File: src/rtl/z80_bus_pkg.sv
// Shared Z80 bus types for the decoder and its slaves.
//   Z80MasterBus : CPU-driven address, write data and active-low strobes.
//   Z80SlaveBus  : slave read data plus mwait (1 = ready, 0 = stretch).
//   bus_sel_t    : which slave (or pseudo-slave) owns the current cycle.
//   dec_state_t  : decoder FSM states.
//   OPEN_BUS     : value seen on an undriven data bus.
package z80_bus_pkg;

    typedef struct packed {
        logic [15:0] addr;
        logic [7:0]  dmaster;
        logic        mreq_n;
        logic        iorq_n;
        logic        rd_n;
        logic        wr_n;
        logic        m1_n;
    } Z80MasterBus;

    typedef struct packed {
        logic [7:0] dslave;
        logic       mwait;
    } Z80SlaveBus;

    typedef enum logic [2:0] {
        SEL_ROM,
        SEL_RAM,
        SEL_IO,
        SEL_INTACK,
        SEL_NONE
    } bus_sel_t;

    typedef enum logic [1:0] {
        ST_IDLE,
        ST_WAIT,
        ST_HOLD
    } dec_state_t;

    localparam logic [7:0] OPEN_BUS = 8'hFF;

endpackage

File: src/rtl/z80_wait_counter.sv
// Wait-state down-counter for the bus decoder.
//   clk, rst_n  : clock, synchronous active-low reset (count clears to 0)
//   i_load      : load i_load_val this cycle (takes priority over i_dec)
//   i_load_val  : value to load
//   i_dec       : decrement by one, saturating at 0
//   o_last      : count currently equals 1 (last wait cycle)
module z80_wait_counter #(
    parameter int unsigned WAIT_W = 4
) (
    input  logic              clk,
    input  logic              rst_n,
    input  logic              i_load,
    input  logic [WAIT_W-1:0] i_load_val,
    input  logic              i_dec,
    output logic              o_last
);

    logic [WAIT_W-1:0] r_cnt;

    always_ff @(posedge clk) begin
        if (!rst_n) begin
            r_cnt <= '0;
        end else if (i_load) begin
            r_cnt <= i_load_val;
        end else if (i_dec && (r_cnt != '0)) begin
            r_cnt <= r_cnt - WAIT_W'(1);
        end
    end

    assign o_last = (r_cnt == WAIT_W'(1));

endmodule

File: src/rtl/z80_bus_decoder.sv
// Z80 bus decoder: classifies each CPU cycle, enables one slave, inserts
// per-slave wait states and muxes the selected slave's read data back.
//   clk, rst_n          : clock, synchronous active-low reset
//   cpu_bus             : CPU master bus (address, data, strobes)
//   cpu_resp            : read data and mwait returned to the CPU
//   rom_ena / rom_resp  : ROM enable and response
//   ram_ena / ram_resp  : RAM enable and response
//   io_ena  / io_resp   : I/O block enable and response
// Every *_WAIT parameter must be below 2**WAIT_W.
//
// state | meaning
// IDLE  | no access in flight; decode is live, an access starts here
// WAIT  | counting down inserted wait cycles, mwait held low
// HOLD  | data phase; held until strobes release and the slave is ready
module z80_bus_decoder
    import z80_bus_pkg::*;
#(
    parameter logic [15:0] ROM_END     = 16'h7FFF,
    parameter logic [15:0] RAM_BASE    = 16'h8000,
    parameter logic [15:0] RAM_END     = 16'hFFFF,
    parameter int unsigned ROM_WAIT    = 1,
    parameter int unsigned RAM_WAIT    = 0,
    parameter int unsigned IO_WAIT     = 0,
    parameter logic [7:0]  INTACK_DATA = 8'hFF,
    parameter int unsigned WAIT_W      = 4
) (
    input  logic        clk,
    input  logic        rst_n,
    input  Z80MasterBus cpu_bus,
    output Z80SlaveBus  cpu_resp,
    output logic        rom_ena,
    input  Z80SlaveBus  rom_resp,
    output logic        ram_ena,
    input  Z80SlaveBus  ram_resp,
    output logic        io_ena,
    input  Z80SlaveBus  io_resp
);

    localparam logic [WAIT_W-1:0] ROM_WV = WAIT_W'(ROM_WAIT);
    localparam logic [WAIT_W-1:0] RAM_WV = WAIT_W'(RAM_WAIT);
    localparam logic [WAIT_W-1:0] IO_WV  = WAIT_W'(IO_WAIT);

    dec_state_t        r_state;
    dec_state_t        w_state_nxt;
    bus_sel_t          r_sel;
    bus_sel_t          w_dec_sel;
    bus_sel_t          w_eff_sel;
    logic              w_rw;
    logic              w_mem;
    logic              w_io;
    logic              w_intack;
    logic              w_access;
    logic              w_in_rom;
    logic              w_in_ram;
    logic [WAIT_W-1:0] w_dec_wait;
    logic [WAIT_W-1:0] w_load_val;
    logic              w_start;
    logic              w_dec;
    logic              w_active;
    logic              w_mwait;
    logic              w_slave_mwait;
    logic              w_cnt_last;
    logic [7:0]        w_dslave;
    logic              w_unused_dmaster;

    // Write data goes straight to the slaves at top level.
    assign w_unused_dmaster = ^cpu_bus.dmaster;

    assign w_rw     = !cpu_bus.rd_n || !cpu_bus.wr_n;
    assign w_mem    = !cpu_bus.mreq_n && w_rw;
    assign w_io     = !cpu_bus.iorq_n && cpu_bus.m1_n && w_rw;
    assign w_intack = !cpu_bus.iorq_n && !cpu_bus.m1_n;
    assign w_access = w_mem || w_io || w_intack;

    // 17-bit compares keep the region checks non-constant when a bound
    // sits at the top of the address space.
    assign w_in_rom = ({1'b0, cpu_bus.addr} <= {1'b0, ROM_END});
    assign w_in_ram = ({1'b0, cpu_bus.addr} >= {1'b0, RAM_BASE}) &&
                      ({1'b0, cpu_bus.addr} <= {1'b0, RAM_END});

    always_comb begin
        w_dec_sel = SEL_NONE;
        if (w_intack) begin
            w_dec_sel = SEL_INTACK;
        end else if (w_io) begin
            w_dec_sel = SEL_IO;
        end else if (w_mem) begin
            if (w_in_rom) begin
                // ROM writes are swallowed: no enable, no wait.
                w_dec_sel = !cpu_bus.rd_n ? SEL_ROM : SEL_NONE;
            end else if (w_in_ram) begin
                w_dec_sel = SEL_RAM;
            end
        end
    end

    always_comb begin
        case (w_dec_sel)
            SEL_ROM: w_dec_wait = ROM_WV;
            SEL_RAM: w_dec_wait = RAM_WV;
            SEL_IO:  w_dec_wait = IO_WV;
            default: w_dec_wait = '0;
        endcase
    end

    // The start cycle already counts as the first wait cycle, so the
    // counter holds the number of WAIT-state cycles still to come.
    assign w_load_val = (w_dec_wait == '0) ? '0 : (w_dec_wait - WAIT_W'(1));

    z80_wait_counter #(
        .WAIT_W     (WAIT_W)
    ) u_wait_cnt (
        .clk        (clk),
        .rst_n      (rst_n),
        .i_load     (w_start),
        .i_load_val (w_load_val),
        .i_dec      (w_dec),
        .o_last     (w_cnt_last)
    );

    always_comb begin
        case (r_sel)
            SEL_ROM: w_slave_mwait = rom_resp.mwait;
            SEL_RAM: w_slave_mwait = ram_resp.mwait;
            SEL_IO:  w_slave_mwait = io_resp.mwait;
            default: w_slave_mwait = 1'b1;
        endcase
    end

    always_ff @(posedge clk) begin
        if (!rst_n) begin
            r_state <= ST_IDLE;
            r_sel   <= SEL_NONE;
        end else begin
            r_state <= w_state_nxt;
            if (w_start) begin
                r_sel <= w_dec_sel;
            end
        end
    end

    always_comb begin
        w_state_nxt = r_state;
        w_start     = 1'b0;
        w_dec       = 1'b0;
        w_active    = 1'b0;
        w_eff_sel   = SEL_NONE;
        w_mwait     = 1'b1;
        case (r_state)
            ST_IDLE: begin
                if (w_access) begin
                    w_start   = 1'b1;
                    w_active  = 1'b1;
                    w_eff_sel = w_dec_sel;
                    if (w_dec_wait != '0) begin
                        w_mwait = 1'b0;
                    end
                    w_state_nxt = (w_dec_wait > WAIT_W'(1)) ? ST_WAIT : ST_HOLD;
                end
            end
            ST_WAIT: begin
                w_active  = 1'b1;
                w_eff_sel = r_sel;
                w_mwait   = 1'b0;
                w_dec     = 1'b1;
                if (w_cnt_last) begin
                    w_state_nxt = ST_HOLD;
                end
            end
            ST_HOLD: begin
                w_active  = 1'b1;
                w_eff_sel = r_sel;
                if (!w_slave_mwait) begin
                    w_mwait = 1'b0;
                end else if (cpu_bus.mreq_n && cpu_bus.iorq_n) begin
                    w_state_nxt = ST_IDLE;
                end
            end
            default: begin
                w_state_nxt = ST_IDLE;
            end
        endcase
    end

    always_comb begin
        w_dslave = OPEN_BUS;
        if (rst_n && w_active) begin
            case (w_eff_sel)
                SEL_ROM:    w_dslave = rom_resp.dslave;
                SEL_RAM:    w_dslave = ram_resp.dslave;
                SEL_IO:     w_dslave = io_resp.dslave;
                SEL_INTACK: w_dslave = INTACK_DATA;
                default:    w_dslave = OPEN_BUS;
            endcase
        end
    end

    // Outputs are forced idle while reset is held so a live CPU cycle
    // cannot leak an enable through the IDLE decode.
    assign rom_ena         = rst_n && w_active && (w_eff_sel == SEL_ROM);
    assign ram_ena         = rst_n && w_active && (w_eff_sel == SEL_RAM);
    assign io_ena          = rst_n && w_active && (w_eff_sel == SEL_IO);
    assign cpu_resp.dslave = w_dslave;
    assign cpu_resp.mwait  = w_mwait || !rst_n;

endmodule

File: config.mk
export PLATFORM = sky130hd
export DESIGN_NAME = z80_bus_decoder
export DESIGN_NICKNAME = d
export VERILOG_FILES = /design/src/rtl/z80_bus_pkg.sv /design/src/rtl/z80_wait_counter.sv /design/src/rtl/z80_bus_decoder.sv
export SDC_FILE = /design/constraint.sdc
export NUM_CORES = 1
export LEC_CHECK = 0
export ABC_AREA = 1
export CAP_MARGIN = 10
export CORE_ASPECT_RATIO = 0.7
export CORE_UTILIZATION = 29
export DETAILED_ROUTE_END_ITERATION = 8
export PLACE_DENSITY = 0.86
export SYNTH_ARGS = -nofsm -noshare
export SYNTH_HDL_FRONTEND = slang
export SYNTH_SLANG_ARGS = --single-unit
File: constraint.sdc
create_clock -name clk -period 3.67 [get_ports clk]
set_input_delay 0.5505 -clock clk [delete_from_list [all_inputs] [get_ports clk]]
set_output_delay 0.5505 -clock clk [all_outputs]
set_load 0.01 [all_outputs]
==> impl_metrics.csv <==
group,metric,value,unit
global_routing,grt_max_degree,19,
setup_path,cp-start-kind,"primary input",
timing,period_share,89.1,%
floorplan,design.core.area,1900,µm²
placement,dp_hpwl,1.75,mm
setup_path,rr_startpoint,"r_sel[0]",
cts,clk_pin_slew,0.04,ns
hold_path,hp-start,"r_sel[0]",
hold_path,hp-class,"reg -> reg",
global_routing,grt_usage,18.2,%
power,powerDensity,245,nW/µm²
global_routing,antenna_found_initial,0,
setup_path,worstSetupEndpointType,"output pin",
final_layout,fill_cells,191,
cts,numCtsBuffers,3,
cts,insertion_delay,0.24,ns
routing,wl_per_cell,12.4,µm
setup_path,worstPathArrival,2.72,ns
floorplan,boundaryPins,70,
timing,fmax,306,MHz
synthesis,syn_area,603,µm²
final_layout,area_growth,79.7,%
cts,h-tree-depth,1,
synthesis,postSynthAreaPerCell,5.80,µm²
timing,maxSlewHeadroom,66.3,%
synthesis,ys_ff_latch,4,
routing,final_antenna_net_count,0,
floorplan,die_w,56.5,µm
power,total_leakage_power,0.431,nW
synthesis,yosysUniqueCellTypes,23,
final_layout,num_antenna_cells,0,
synthesis,ys_warn_count,0,
global_routing,grt_pass1_vias,729,
timing,worstMarginPinSlew,0.502,ns
synthesis,yosysSeqAreaShare,13.3,%
cts,post-cts-setup-buffers,0,
final_layout,drive_above_1_share,9.33,%
routing,firstDrtPassIters,4,
synthesis,netlist_instances,104,
setup_path,criticalPathCategory,"in -> out",
floorplan,start_util,31.7,%
timing,hold_violations,0,
routing,vias,900,
synthesis,syn-num-nets,162,
timing,setup_slack,0.400,ns
cts,cts_buffer_depth,2,
cts,clkSinkCount,4,
run,maxCapViolations,0,
timing,fin_crit,3.27,ns
power,vdd_ir_drop_max,195,µV
setup_path,worstPathMaxFanout,16,
setup_path,worstPathRequired,3.12,ns
floorplan,die_y,40.2,µm
routing,via_per_inst,5.23,
timing,finalClockSkew,0.00901,ns
timing,maxSlewViolCount,0,
cts,cts_hold_buf,0,
routing,wirelength,2.13,mm
timing,setup_violations,0,
power,power,0.266,mW
routing,drc_errors,0,
final_layout,final_nets,210,
cts,root_buffer,"clkbuf_4",
global_routing,grt.overflow.total,0,
cts,cts_resized,0,
setup_path,cp-startpoint,"cpu_bus[2]",
outcome,outcome,"completed",
floorplan,rows,13,
routing,drt-initial-drc-count,22,
timing,setup_tns,0,ns
global_routing,grt_pass1_wl,3.10,mm
placement,gp_congestion,0.821,
cts,cts_tree,"built",
placement,pre_cts_slack,0.443,ns
floorplan,design.die.area,2270,µm²
timing,grt_setup_unrepaired,"no",
timing,hold_ws,0.483,ns
placement,io_buffers,46,
placed cells by master, fill, tap and decap left out, drive strengths merged:
| master | instances |
|---|---|
| nand2 | 26 |
| o32ai | 1 |
| nor2 | 10 |
| nor3 | 1 |
| o21ai | 5 |
| dfxtp | 4 |
| nand4 | 14 |
| nor4 | 1 |
| o31ai | 1 |
| clkdlybuf4s50 | 46 |
| nand3 | 22 |
| clkinv | 1 |
| a21oi | 4 |
| inv | 10 |
| clkbuf | 3 |
| or2 | 1 |
sequential cells by signal, summed over array words and instances, names as in the netlist:
register / flops
r_sel: 3
r_state: 1
critical path: stages:
cell             delay [ns]
clkdlybuf4s50_1        0.52
nand3_1                0.11
nand2_2                0.13
o21ai_2                0.18
nor2_4                 0.36
nand2_1                0.12
nor2_1                 0.11
nor2_1                 0.05
nand2_1                0.05
clkdlybuf4s50_1        0.53
logic make-up after synthesis:
logic type / count (synthesis) / share of synthesized area [%]
flip-flops: 4 / 13.3
AO/OA/AOI/OAI: 11 / 10.8
AND/OR/NAND/NOR: 75 / 63.9
buffers and inverters: 14 / 12.0
per-stage QoR:
stage	instances	utilization, %	area (µm²)
finish	172	56.9	1080
global route	172	56.9	1080
CTS	172	56.9	1080
detailed placement	169	55.8	1060
global placement	169	55.8	1060
floorplan	104	-	603
synth_stat cells:
master	instances	area [µm²]
dfxtp_1	4	80.1
nand2_1	22	82.6
inv_2	1	3.75
o21ai_0	2	10.0
nor4_1	1	6.26
buf_4	1	7.51
o21ai_2	1	8.76
o21ai_1	2	10.0
o31ai_1	1	7.51
nand2_4	1	11.3
nand3_2	1	10.0
nor2_1	8	30.0
nor3_1	1	5.00
nand4_1	14	87.6
buf_6	2	22.5
o32ai_1	1	8.76
nand3_1	21	105
a21oi_1	4	20.0
clkinv_2	1	5.00
nand2_2	3	18.8
nor2_4	2	22.5
or2_2	1	6.26
inv_1	9	33.8
layer usage:
layer | GRT usage (%) | up-vias | routed length [µm]
met5 | 0 | - | 0
met4 | 3.66 | 0 | 0
met3 | 4.52 | 0 | 137
met2 | 32.4 | 37 | 1030
met1 | 23.0 | 400 | 964
li1 | - | 463 | -
final timing paths:
kind / to / slack [ns] / cells after the start
worst min-delay path: r_sel[0] / 0.48 / 2
worst max-delay path: cpu_resp[5] / 0.40 / 10
worst max register to register: r_state[1] / 2.57 / 4
worst min register to register: r_sel[0] / 0.48 / 2
area by class of cell:
| cell class | instances | area, µm² | share of cell area (%) |
|---|---|---|---|
| multi-input combinational | 86 | 450 | 41.6 |
| tap | 22 | 27.5 | 2.54 |
| timing repair buffer | 46 | 460 | 42.5 |
| sequential | 4 | 80.1 | 7.39 |
| inverter | 11 | 42.5 | 3.93 |
| clock buffer | 3 | 22.5 | 2.08 |
power breakdown:
part | leakage, nW | switching [mW] | internal, mW
combinational | 0.383 | 0.0808 | 0.0769
sequential | 0.0334 | 0.00550 | 0.0480
clock | 0.0138 | 0.0181 | 0.0366
Note: power is estimated with default switching activity, not from simulation.
